--- src/rtl/if_fetch_unit.sv ---
`default_nettype none
// ============================================================================
// Module      : if_fetch_unit
// Description : Instruction-fetch stage. Owns the fetch PC, issues one
//               outstanding request at a time to instruction memory, buffers
//               returned {pc,inst} pairs in a small FIFO and presents the head
//               to the IF/ID register. Handles stalls and redirects, dropping
//               wrong-path responses.
// Revision    : 1.0 - initial release
// ============================================================================
module if_fetch_unit #(
    parameter int                         INST_WIDTH      = 32,
    parameter int                         INST_ADDR_WIDTH = 32,
    parameter logic [INST_ADDR_WIDTH-1:0] RESET_PC        = '0,
    parameter int                         BUF_DEPTH       = 2
) (
    input  logic                       clk,
    input  logic                       rst,
    output logic                       imem_req_valid,
    output logic [INST_ADDR_WIDTH-1:0] imem_req_addr,
    input  logic                       imem_req_ready,
    input  logic                       imem_rsp_valid,
    input  logic [INST_WIDTH-1:0]      imem_rsp_inst,
    input  logic                       stall_IF,
    input  logic                       redirect_valid,
    input  logic [INST_ADDR_WIDTH-1:0] redirect_pc,
    output logic                       valid_IF,
    output logic [INST_WIDTH-1:0]      INST_IF,
    output logic [INST_ADDR_WIDTH-1:0] PC_IF,
    output logic [INST_ADDR_WIDTH-1:0] PC_plus_4_IF
);

    localparam int                         c_PTR_W    = $clog2(BUF_DEPTH);
    localparam logic [c_PTR_W:0]           c_DEPTH    = (c_PTR_W+1)'(BUF_DEPTH);
    localparam logic [c_PTR_W:0]           c_CNT_ONE  = (c_PTR_W+1)'(1);
    localparam logic [c_PTR_W-1:0]         c_PTR_ONE  = c_PTR_W'(1);
    localparam logic [INST_ADDR_WIDTH-1:0] c_PC_STEP  = INST_ADDR_WIDTH'(4);
    localparam logic [INST_ADDR_WIDTH-1:0] c_ALIGN    = ~(INST_ADDR_WIDTH'(3));
    localparam logic [INST_WIDTH-1:0]      c_NOP      = INST_WIDTH'(32'h0000_0013);

    // IDLE: nothing outstanding; WAIT: useful response pending;
    // DROP: wrong-path response pending, to be discarded.
    localparam logic [1:0] S_IDLE = 2'd0;
    localparam logic [1:0] S_WAIT = 2'd1;
    localparam logic [1:0] S_DROP = 2'd2;

    logic [1:0]                 r_state;
    logic [1:0]                 w_state_nxt;
    logic [INST_ADDR_WIDTH-1:0] r_fetch_pc;
    logic [INST_ADDR_WIDTH-1:0] r_req_pc;
    logic [INST_ADDR_WIDTH-1:0] r_buf_pc   [BUF_DEPTH];
    logic [INST_WIDTH-1:0]      r_buf_inst [BUF_DEPTH];
    logic [c_PTR_W-1:0]         r_wr_ptr;
    logic [c_PTR_W-1:0]         r_rd_ptr;
    logic [c_PTR_W:0]           r_count;
    logic                       w_empty;
    logic                       w_req_fire;
    logic                       w_push;
    logic                       w_pop;

    assign w_empty       = (r_count == '0);
    assign imem_req_addr = r_fetch_pc;
    assign w_req_fire    = imem_req_valid && imem_req_ready;
    // A response arriving with a redirect belongs to the old path: never buffered.
    assign w_push        = (r_state == S_WAIT) && imem_rsp_valid && !redirect_valid;
    assign w_pop         = valid_IF && !stall_IF && !redirect_valid;

    // State register.
    always_ff @(posedge clk) begin
        if (rst) begin
            r_state <= S_IDLE;
        end else begin
            r_state <= w_state_nxt;
        end
    end

    // Next state and request issue; a request is only raised while a FIFO slot is free.
    always_comb begin
        w_state_nxt    = r_state;
        imem_req_valid = 1'b0;
        case (r_state)
            S_IDLE: begin
                imem_req_valid = (r_count < c_DEPTH) && !redirect_valid && !rst;
                if (imem_req_valid && imem_req_ready) begin
                    w_state_nxt = S_WAIT;
                end
            end
            S_WAIT: begin
                if (imem_rsp_valid) begin
                    w_state_nxt = S_IDLE;
                end else if (redirect_valid) begin
                    w_state_nxt = S_DROP;
                end
            end
            S_DROP: begin
                if (imem_rsp_valid) begin
                    w_state_nxt = S_IDLE;
                end
            end
            default: w_state_nxt = S_IDLE;
        endcase
    end

    // Fetch PC and the PC of the request in flight; redirect takes priority.
    always_ff @(posedge clk) begin
        if (rst) begin
            r_fetch_pc <= RESET_PC;
            r_req_pc   <= '0;
        end else if (redirect_valid) begin
            r_fetch_pc <= redirect_pc & c_ALIGN;
        end else if (w_req_fire) begin
            r_req_pc   <= r_fetch_pc;
            r_fetch_pc <= r_fetch_pc + c_PC_STEP;
        end
    end

    // FIFO pointers and occupancy; a redirect flushes the buffer.
    always_ff @(posedge clk) begin
        if (rst || redirect_valid) begin
            r_wr_ptr <= '0;
            r_rd_ptr <= '0;
            r_count  <= '0;
        end else begin
            if (w_push) begin
                r_wr_ptr <= r_wr_ptr + c_PTR_ONE;
            end
            if (w_pop) begin
                r_rd_ptr <= r_rd_ptr + c_PTR_ONE;
            end
            if (w_push && !w_pop) begin
                r_count <= r_count + c_CNT_ONE;
            end else if (w_pop && !w_push) begin
                r_count <= r_count - c_CNT_ONE;
            end
        end
    end

    // FIFO storage; contents are qualified by the occupancy count, so no reset.
    always_ff @(posedge clk) begin
        if (w_push) begin
            r_buf_pc[r_wr_ptr]   <= r_req_pc;
            r_buf_inst[r_wr_ptr] <= imem_rsp_inst;
        end
    end

    // Head of FIFO drives the IF/ID outputs directly; NOP/0 when empty.
    always_comb begin
        valid_IF     = !w_empty;
        INST_IF      = c_NOP;
        PC_IF        = '0;
        if (!w_empty) begin
            INST_IF = r_buf_inst[r_rd_ptr];
            PC_IF   = r_buf_pc[r_rd_ptr];
        end
        PC_plus_4_IF = PC_IF + c_PC_STEP;
    end

endmodule
`default_nettype wire

--- config.mk ---
export PLATFORM = sky130hd
export DESIGN_NAME = if_fetch_unit
export DESIGN_NICKNAME = d
export VERILOG_FILES = /design/src/rtl/if_fetch_unit.sv
export SDC_FILE = /design/constraint.sdc
export NUM_CORES = 1
export LEC_CHECK = 0
export ABC_AREA = 1
export CAP_MARGIN = 5
export CORE_ASPECT_RATIO = 0.8
export CORE_MARGIN = 2
export CORE_UTILIZATION = 60
export CTS_CLUSTER_SIZE = 20
export DETAILED_ROUTE_END_ITERATION = 6
export DONT_BUFFER_PORTS = 1
export HOLD_SLACK_MARGIN = 0.15
export PLACE_DENSITY = 0.76
export SETUP_SLACK_MARGIN = 0.1
export SKIP_LAST_GASP = 1
export SYNTH_ARGS = -nofsm -noshare
export SYNTH_HDL_FRONTEND = slang
export SYNTH_SLANG_ARGS = --single-unit
--- constraint.sdc ---
create_clock -name clk -period 9.7 [get_ports clk]
set_clock_uncertainty 0.05 [all_clocks]
set_input_delay 1.455 -clock clk [delete_from_list [all_inputs] [get_ports clk]]
set_output_delay 1.455 -clock clk [all_outputs]
set_load 0.01 [all_outputs]
# After elaboration in Yosys (flattened, before gate mapping)

Memories as Yosys holds them, arrays and structs flattened. A register that Yosys moved wholly into a read port is not among the register bits.
Cells that the tools add are included.

Register bits after elaboration: 70
RAM bits: 128
Input port bits: 70
Output and inout port bits: 130
Word-level logic and storage cells: 64
Memories: 2

Memory list:

| name       | words | width | rd ports | clocked after Yosys merged registers in | write ports | line | source |
|---|---|---|---|---|---|---|---|
| r_buf_inst | 2     | 32    | 1        | 1                                       | 1           | 52   | `logic [INST_WIDTH-1:0] r_buf_inst [BUF_DEPTH];` |
| r_buf_pc   | 2     | 32    | 1        | 1                                       | 1           | 51   | `logic [INST_ADDR_WIDTH-1:0] r_buf_pc [BUF_DEPTH];` |

Add/subtract/negate cells: 6
Order comparisons: 1
Equal/unequal tests: 5
Muxes and demuxes: 18
Bitwise gates (word level): 1
Reduce and logical (&&, ||, !) cells: 24

Operator list:

| operator              | number |
|---|---|
| $mux 32               | 4 |
| $add 32x3->32 const B | 2 |
| $mux 2                | 6 |
| $logic_and 1x1->1     | 10 |
| $mux 1                | 7 |
| $logic_not 1->1       | 6 |
| $pmux 2 s3            | 1 |
| $logic_not 2->1       | 2 |
| $ne 2x2->1 const B    | 2 |
| $reduce_bool 2->1     | 2 |
| $ne 3x3->1 const B    | 1 |
| $reduce_and 3->1      | 1 |
| $add 1x1->1 const B   | 2 |
| $add 2x1->2 const B   | 1 |
| $eq 2x1->1 const B    | 1 |
| $eq 2x2->1 const B    | 1 |
| $lt 2x2->1 const B    | 1 |
| $reduce_and 2->1      | 1 |
| $reduce_or 2->1       | 1 |
| $sub 2x1->2 const B   | 1 |
| $logic_or 1x1->1      | 1 |
| $not 1->1             | 1 |

# Longest topological paths before layout

Gate-level depths: netlist (run 1).

Depth after elaboration: 7
Depth in mapped cells: 14
Mapped depth without buffers: 12

# Least setup slack after synthesis (run 1)

Ideal clock, no wire load.

Kind: input to register
Start point: input imem_rsp_valid
End point: memory r_buf_inst[1][0] (enable)
Library setup time: 0.484 ns
Arrival: 4.477 ns
Required time: 9.166 ns
Path slack: 4.690 ns
Stages: 4
Buffers on the path: 0
Path through: inv_1 -> nor3_1 -> inv_1 -> nor2_1

Word-level cells in the longest chain between the ends: 4

Ends and longest elaborated chain:

| element                         | line | source |
|---|---|---|
| from (decl)                     | 22   | `input logic imem_rsp_valid,` |
| $logic_and 1x1->1 (2 in series) | 65   | `assign w_push = (r_state == S_WAIT) && imem_rsp_valid && !redirect_valid;` |
| named net w_push                | 58   | `logic w_push;` |
| $mux 1                          | 140  | `if (w_push) begin` |
| $mux 1 (implied by the code)    | 142  | `r_buf_inst[r_wr_ptr] <= imem_rsp_inst;` |
| to (decl)                       | 52   |  |

The timed path passes the listed nets, and every way through them passes these cells.

==> reports/qor.json, run 1 <==
{
  "synth_edf_count": {"value": 124},
  "area_of_the_mapped_netlist": {"value": 9330, "unit": "µm²"},
  "unrepaired_setup_endpoints_after_global_routing": {"value": "false"},
  "finish.net_count": {"value": 1172},
  "count_of_maximum_capacitance_violations": {"value": 0},
  "regToRegEndpoint": {"value": "r_buf_inst[0][0]"},
  "ys.warnings.count": {"value": 0},
  "cp_cell_sequence": {"value": "buf_4, inv_8, nand2_1, nand2_1, nand2_1, inv_2, nand2_2, nor2_4, nand2_2, nor2_2, xor2_1"},
  "worstHoldPathType": {"value": "register to register"},
  "final_standard_cell_count_with_taps_included_and_fillers_excluded": {"value": 1323},
  "power.static_leakage": {"value": 3.92, "unit": "nW"},
  "grt.met3_usage": {"value": 7.77, "unit": "%"},
  "htree_levels": {"value": 4},
  "ant_nets": {"value": 0},
  "groute.layer.met1.usage": {"value": 36.1, "unit": "%"},
  "vias_in_the_first_global_route": {"value": 6343},
  "die_footprint": {"value": 16600, "unit": "µm²"},
  "timing.final.crit_period": {"value": 4.28, "unit": "ns"},
  "clk_path_buf_depth": {"value": 2},
  "synth_top_cell_by_area": {"value": "edfxtp_1"},
  "synth.lib_cells_used.distinct": {"value": 41},
  "synthCells": {"value": 1119},
  "grt-ovfl-total": {"value": 0},
  "grtUsageTotal": {"value": 25.4, "unit": "%"},
  "gr-max-usage-layer": {"value": "met2"},
  "yosys.area.top_type_share": {"value": 39.9, "unit": "%"},
  "final_min_period_over_clock_period": {"value": 44.1, "unit": "%"},
  "synth.cells.most_frequent": {"value": "nand2_1 (333), nor2_1 (131), edfxtp_1 (124)"},
  "antenna_found_initial": {"value": 0},
  "routed_wirelength": {"value": 21100, "unit": "µm"},
  "floorplan.die.width": {"value": 143, "unit": "µm"},
  "dp_cells": {"value": 1291},
  "timing.critical_path.fanout_max": {"value": 63},
  "clock_tree_from_tritoncts": {"value": "done"},
  "ys_ff_latch": {"value": 191},
  "n_antenna_cell": {"value": 0},
  "synth_area_leaders": {"value": "edfxtp_1 (40%), dfxtp_1 (14%), nand2_1 (13%), nor2_1 (5.3%), inv_1 (4.3%)"},
  "placement_rows": {"value": 40},
  "path_clk_slew": {"value": 0.06, "unit": "ns"},
  "port-buffer-count": {"value": 0},
  "num_vias": {"value": 7189},
  "max_freq": {"value": 0.234, "unit": "GHz"},
  "hold_depth": {"value": 0},
  "cp_slowest_stage_delay": {"value": 0.38, "unit": "ns"},
  "gp_routability_congestion": {"value": 0.942},
  "initial_core_util": {"value": 61.7, "unit": "%"},
  "postSynthAreaPerCell": {"value": 8.34, "unit": "µm²"},
  "seq_area_frac_synth": {"value": 54.3, "unit": "%"},
  "critical_path_s_most_frequent_cell": {"value": "nand2_1"},
  "endpoint_kind": {"value": "output port"},
  "cts_hold_repair.buffers": {"value": 0},
  "setup.worst_path.class": {"value": "register to output port"},
  "routed_length_per_placed_instance": {"value": 15.9, "unit": "µm"},
  "tritoncts.num_buffers": {"value": 17},
  "slew-limit-headroom": {"value": 39.1, "unit": "%"},
  "grt_start_max_net_pins": {"value": 78},
  "cts.sink_count": {"value": 191},
  "cp-start-kind": {"value": "register"},
  "cts_post_setup_buffers_inserted": {"value": 0},
  "core_region_area": {"value": 15100, "unit": "µm²"},
  "drt_iter0_markers": {"value": 563},
  "hold_violations": {"value": 0},
  "r2r_start": {"value": "r_state[0]"},
  "io-pin-count": {"value": 200},
  "area_delta_synth_final": {"value": 6.92, "unit": "%"},
  "post_cts.resized_instances": {"value": 0},
  "setup_viol_count_final": {"value": 0},
  "run_status": {"value": "finished, final reports clean"},
  "die_h": {"value": 116, "unit": "µm"},
  "worstRegToRegCells": {"value": 7},
  "power_per_cell_area": {"value": 166, "unit": "nW/µm²"},
  "globalRouteMet2Util": {"value": 38.5, "unit": "%"},
  "tightest_slew": {"value": 0.912, "unit": "ns"},
  "worst_skew_pair.late_latency": {"value": 0.43, "unit": "ns"},
  "cts_root_buffer": {"value": "clkbuf_16"},
  "data_arrival_critical_path": {"value": 2.77, "unit": "ns"},
  "crit_required": {"value": 8.20, "unit": "ns"},
  "min_from": {"value": "r_req_pc[15]"},
  "post_drt_via_cell_ratio": {"value": 5.43},
  "synth.most_common_cell": {"value": "nand2_1"},
  "drtPass1Iterations": {"value": 5},
  "finish.utilization": {"value": 66.0, "unit": "%"},
  "synth_async_sr_flop_share": {"value": 0, "unit": "%"},
  "regToRegSetupSlack": {"value": 7.01, "unit": "ns"},
  "yosys_most_used_dff": {"value": "edfxtp_1"},
  "hold-worst-slack": {"value": 0.403, "unit": "ns"},
  "drive_above_1_share": {"value": 8.18, "unit": "%"},
  "worst_ir_drop_vdd": {"value": 0.123, "unit": "mV"},
  "slew_violations": {"value": 0},
  "final_tns_setup": {"value": 0, "unit": "ns"},
  "detail_route.drc_violations": {"value": 0},
  "crit_path_top_delay_cell": {"value": "inv_8"},
  "whs_endpoint": {"value": "r_buf_pc[0][15]"},
  "detailed_place_hpwl": {"value": 14800, "unit": "µm"},
  "global_route_wire_length_before_repair": {"value": 32200, "unit": "µm"}
}
## placed cells by master, fill, tap and decap left out, drive strengths merged, types with 2 or more instances in the layout
master	count
o21ai	44
inv	123
o211a	2
clkbuf	21
xor2	13
dfxtp	67
nor3	13
clkinv	6
nor2	154
nand3	74
a31oi	7
nand2	344
nand4	25
nand3b	4
buf	5
o211ai	2
a211oi	7
conb	6
a21oi	64
edfxtp	124
ha	2
## worst max-delay path by stage
stage               cells past startpoint                to  slack, ns      startpoint
global route                           11  PC_plus_4_IF[11]       5.21        register
global placement                       11  PC_plus_4_IF[11]       5.87        register
CTS                                    11  PC_plus_4_IF[11]       5.39        register
finish                                 11  PC_plus_4_IF[11]       5.42        register
detailed placement                     11  PC_plus_4_IF[11]       5.85        register
floorplan                               4  r_buf_inst[1][0]       4.69  imem_rsp_valid
## worst max-delay path, delay by kind of cell, from the launching register on
family | cells | cell delay [ns]
xor gates and xnor gates | 1 | 0.27
buffers and inverters | 3 | 0.87
DFF | 1 | 0.31
and+or+nand+nor | 7 | 0.88
## per-stage QoR
stage / power (mW) / cell area [µm²] / worst slack (ns)
2_1_floorplan: 0.968 / 9350 / 4.69
3_3_place_gp: 0.978 / 9370 / 5.87
3_5_place_dp: 0.980 / 9370 / 5.85
4_1_cts: 1.67 / 9980 / 5.39
5_1_grt: 1.71 / 9980 / 5.21
6_report: 1.66 / 9980 / 5.42
## where the power goes
part	leakage [nW]	internal [mW]	switching (mW)
registers	1.71	0.881	0.0234
clock network	0.301	0.396	0.298
logic	1.91	0.0184	0.0417
## final cells by class
class	count	area, µm²
Timing Repair Buffer	5	37.5
Clock buffer	21	492
Fill cell	1284	5140
Multi-Input combinational cell	766	3550
Clock inverter	11	118
Sequential cell	191	5070
Inverter	119	454
Tap cell	210	263
## layer usage
layer / part of all wire (%) / up-vias / routed length (µm)
li1: - / 3602 / -
met1: 45 / 3233 / 9470
met2: 44 / 337 / 9170
met3: 11 / 17 / 2220
met4: 0.94 / 0 / 197
met5: 0 / - / 0
## registers in the layout, summed over array words and instances, names as in the netlist, named ones only
register	cells
r_buf_inst	64
r_buf_pc	60
imem_req_addr	30
r_req_pc	30
r_count	2
r_state	2
r_rd_ptr	1
r_wr_ptr	1
## logic make-up after synthesis
kind of cell,Yosys count,synth area share [%]
and+or+nand+nor,616,28.5
DFF,191,54.3
buffers and inverters,167,8.15
AOI/OAI and AO/OA,128,7.40
xor gates and xnor gates,14,1.31
adders and majority gates,2,0.268
other,1,0.0402
(Power assumes the default switching activity.)
==> run 2: changes to the inputs <==
clock period = 4 ns   (was 9.7 ns; I/O delays follow)
==> run 2 against run 1 <==
  * Global-route usage is 0.90 points higher
  * Count of clock-buffer cells in the layout shrank 2
  * Final cell count rose by 0.38%
  * Cell area grew 0.10%
  * Die area unchanged
  * First-iteration DRC count is 2.7% higher
  * Register-to-register slack worse by 5.3 ns
  * Critical path depth down 3
  * Core utilization is 0.066 points higher
  * Critical path type unchanged
  * Critical endpoint is now PC_plus_4_IF[12]
  * Highest routed layer unchanged
==> reports/qor.json, run 2 (synthesized netlist as in run 1, its figures left out) <==
{
  "hold_violations": {"value": 0},
  "placement_rows": {"value": 40},
  "crit_path_top_delay_cell": {"value": "dfxtp_2"},
  "tightest_slew": {"value": 0.893, "unit": "ns"},
  "power.static_leakage": {"value": 3.93, "unit": "nW"},
  "final_tns_setup": {"value": 0, "unit": "ns"},
  "total_power": {"value": 3.97, "unit": "mW"},
  "final_min_period_over_clock_period": {"value": 83.7, "unit": "%"},
  "finish.net_count": {"value": 1177},
  "most_common_cell_after_layout_fill_and_taps_aside": {"value": "nand2_1"},
  "critical_path_s_most_frequent_cell": {"value": "nand2_1"},
  "cp_cell_sequence": {"value": "inv_8, nand2_1, a21oi_2, nand2_2, nor2_4, nand2_1, nor2_2, xor2_1"},
  "cp_slowest_stage_delay": {"value": 0.53, "unit": "ns"},
  "grt_start_max_net_pins": {"value": 64},
  "cts_root_buffer": {"value": "clkbuf_16"},
  "floorplan.die.width": {"value": 143, "unit": "µm"},
  "timing.critical_path.depth": {"value": 8},
  "worstRegToRegCells": {"value": 7},
  "hold_depth": {"value": 1},
  "largest_registers": {"value": "r_buf_inst: 64 flops, r_buf_pc: 60 flops"},
  "grtUsageTotal": {"value": 26.3, "unit": "%"},
  "crit_required": {"value": 3.35, "unit": "ns"},
  "finish.utilization": {"value": 66.1, "unit": "%"},
  "htree_levels": {"value": 4},
  "post_cts.resized_instances": {"value": 0},
  "port-buffer-count": {"value": 0},
  "slew-limit-headroom": {"value": 40.4, "unit": "%"},
  "setup.worst_path.class": {"value": "register to output port"},
  "cts.sink_count": {"value": 191},
  "slew_violations": {"value": 0},
  "post_drt_via_cell_ratio": {"value": 5.47},
  "count_of_maximum_capacitance_violations": {"value": 0},
  "timing.final.crit_period": {"value": 3.35, "unit": "ns"},
  "unrepaired_setup_endpoints_after_global_routing": {"value": "false"},
  "timing.critical_path.fanout_max": {"value": 63},
  "detail_route.drc_violations": {"value": 0},
  "worst_skew_pair.late_latency": {"value": 0.43, "unit": "ns"},
  "drive_above_1_share": {"value": 8.50, "unit": "%"},
  "worstHoldPathType": {"value": "primary input to register"},
  "largest_register_ff_count": {"value": 64},
  "global_route_wire_length_before_repair": {"value": 33400, "unit": "µm"},
  "tritoncts.num_buffers": {"value": 17},
  "routed_length_per_placed_instance": {"value": 16.2, "unit": "µm"},
  "worst_ir_drop_vdd": {"value": 0.319, "unit": "mV"},
  "filler_cell_count": {"value": 1276},
  "num_vias": {"value": 7259},
  "data_arrival_critical_path": {"value": 2.70, "unit": "ns"},
  "detailed_place_hpwl": {"value": 15400, "unit": "µm"},
  "cts_hold_repair.buffers": {"value": 0},
  "endpoint_kind": {"value": "output port"},
  "io-pin-count": {"value": 200},
  "n_antenna_cell": {"value": 0},
  "die_h": {"value": 116, "unit": "µm"},
  "cp-start-kind": {"value": "register"},
  "gp_routability_congestion": {"value": 0.936},
  "seq_area": {"value": 5070, "unit": "µm²"},
  "vias_in_the_first_global_route": {"value": 6559},
  "die_footprint": {"value": 16600, "unit": "µm²"},
  "drtPass1Iterations": {"value": 7},
  "grt-ovfl-total": {"value": 0},
  "power_per_cell_area": {"value": 397, "unit": "nW/µm²"},
  "multi_input_comb_area": {"value": 3550, "unit": "µm²"},
  "crit_path_buf_inv_count": {"value": 1},
  "max_freq": {"value": 0.299, "unit": "GHz"},
  "ant_nets": {"value": 0},
  "run_status": {"value": "finished, final reports clean"},
  "area_delta_synth_final": {"value": 7.03, "unit": "%"},
  "path_clk_slew": {"value": 0.08, "unit": "ns"},
  "top_register": {"value": "r_buf_inst"},
  "final_cell_mix": {"value": "nand2_1 (333), nor2_1 (128), edfxtp_1 (124)"},
  "clk_path_buf_depth": {"value": 2},
  "timing.critical_path.max_delay_family": {"value": "simple AND/OR/NAND/NOR gates"},
  "cts_post_setup_buffers_inserted": {"value": 0},
  "setup_viol_count_final": {"value": 0},
  "clock_tree_from_tritoncts": {"value": "done"},
  "drt_iter0_markers": {"value": 578},
  "initial_core_util": {"value": 61.7, "unit": "%"},
  "antenna_found_initial": {"value": 0},
  "core_region_area": {"value": 15100, "unit": "µm²"},
  "routed_wirelength": {"value": 21500, "unit": "µm"}
}
==> run 2: changes by cell type in the layout (fill, tap and decap cells not counted), sizes merged <==
cell      previous run  this run
clkinv               6         5
buf                  5        10
clkinvlp             0         1
inv                123       125
clkbuf              21        19
==> run 2: final timing paths <==
| path | from | to | slack, ns |
|---|---|---|---|
| setup / recovery | register | PC_plus_4_IF[12] | 0.65 |
| setup reg to reg | r_state[1] | imem_req_addr[20] | 1.69 |
| hold reg to reg | r_req_pc[8] | r_buf_pc[1][8] | 0.41 |
| hold / removal | rst | imem_req_addr[26] | 0.17 |
==> run 2: metrics by stage <==
stage,instance area [µm²],hold slack (ns),cells,worst slack [ns]
final,9990,0.173,1328,0.651
after global routing,9990,0.158,1328,0.402
after CTS,9990,0.162,1328,0.590
after detailed placement,9420,0.391,1296,1.05
after global placement,9420,0.382,1296,1.09
after floorplan,9350,0.370,1124,0.871
==> run 2: layer usage <==
layer	wire [µm]	track usage, %	vias to the layer above	part of all wire, %
met1	9730	37.4	3287	45
li1	-	-	3629	-
met3	2210	7.69	18	10
met2	9340	39.9	325	43
met5	0	0	-	0
met4	224	7.45	0	1.0
==> run 2: worst reg2reg max path, stage by stage, from the launching register on <==
cell and delay [ns]:
dfxtp_1 0.33, nor2_1 0.19, nand4_2 0.45, nand2_1 0.66, o21ai_0 0.24, nand3b_1 0.20
nand2_1 0.06, inv_1 0.05
==> run 2: layout make-up <==
type	count	area share (%)
sequential	191	50.7
multi-input combinational	766	35.5
inverter	119	4.55
clock buffer	19	4.44
tap	210	2.63
clock inverter	13	1.27
timing repair buffer	10	0.877
==> run 2: power by group <==
part	leakage, nW	internal [mW]	switching (mW)
sequential	1.71	2.14	0.0577
combinational	1.94	0.0463	0.101
clock	0.283	0.889	0.737
total	3.93	3.07	0.895
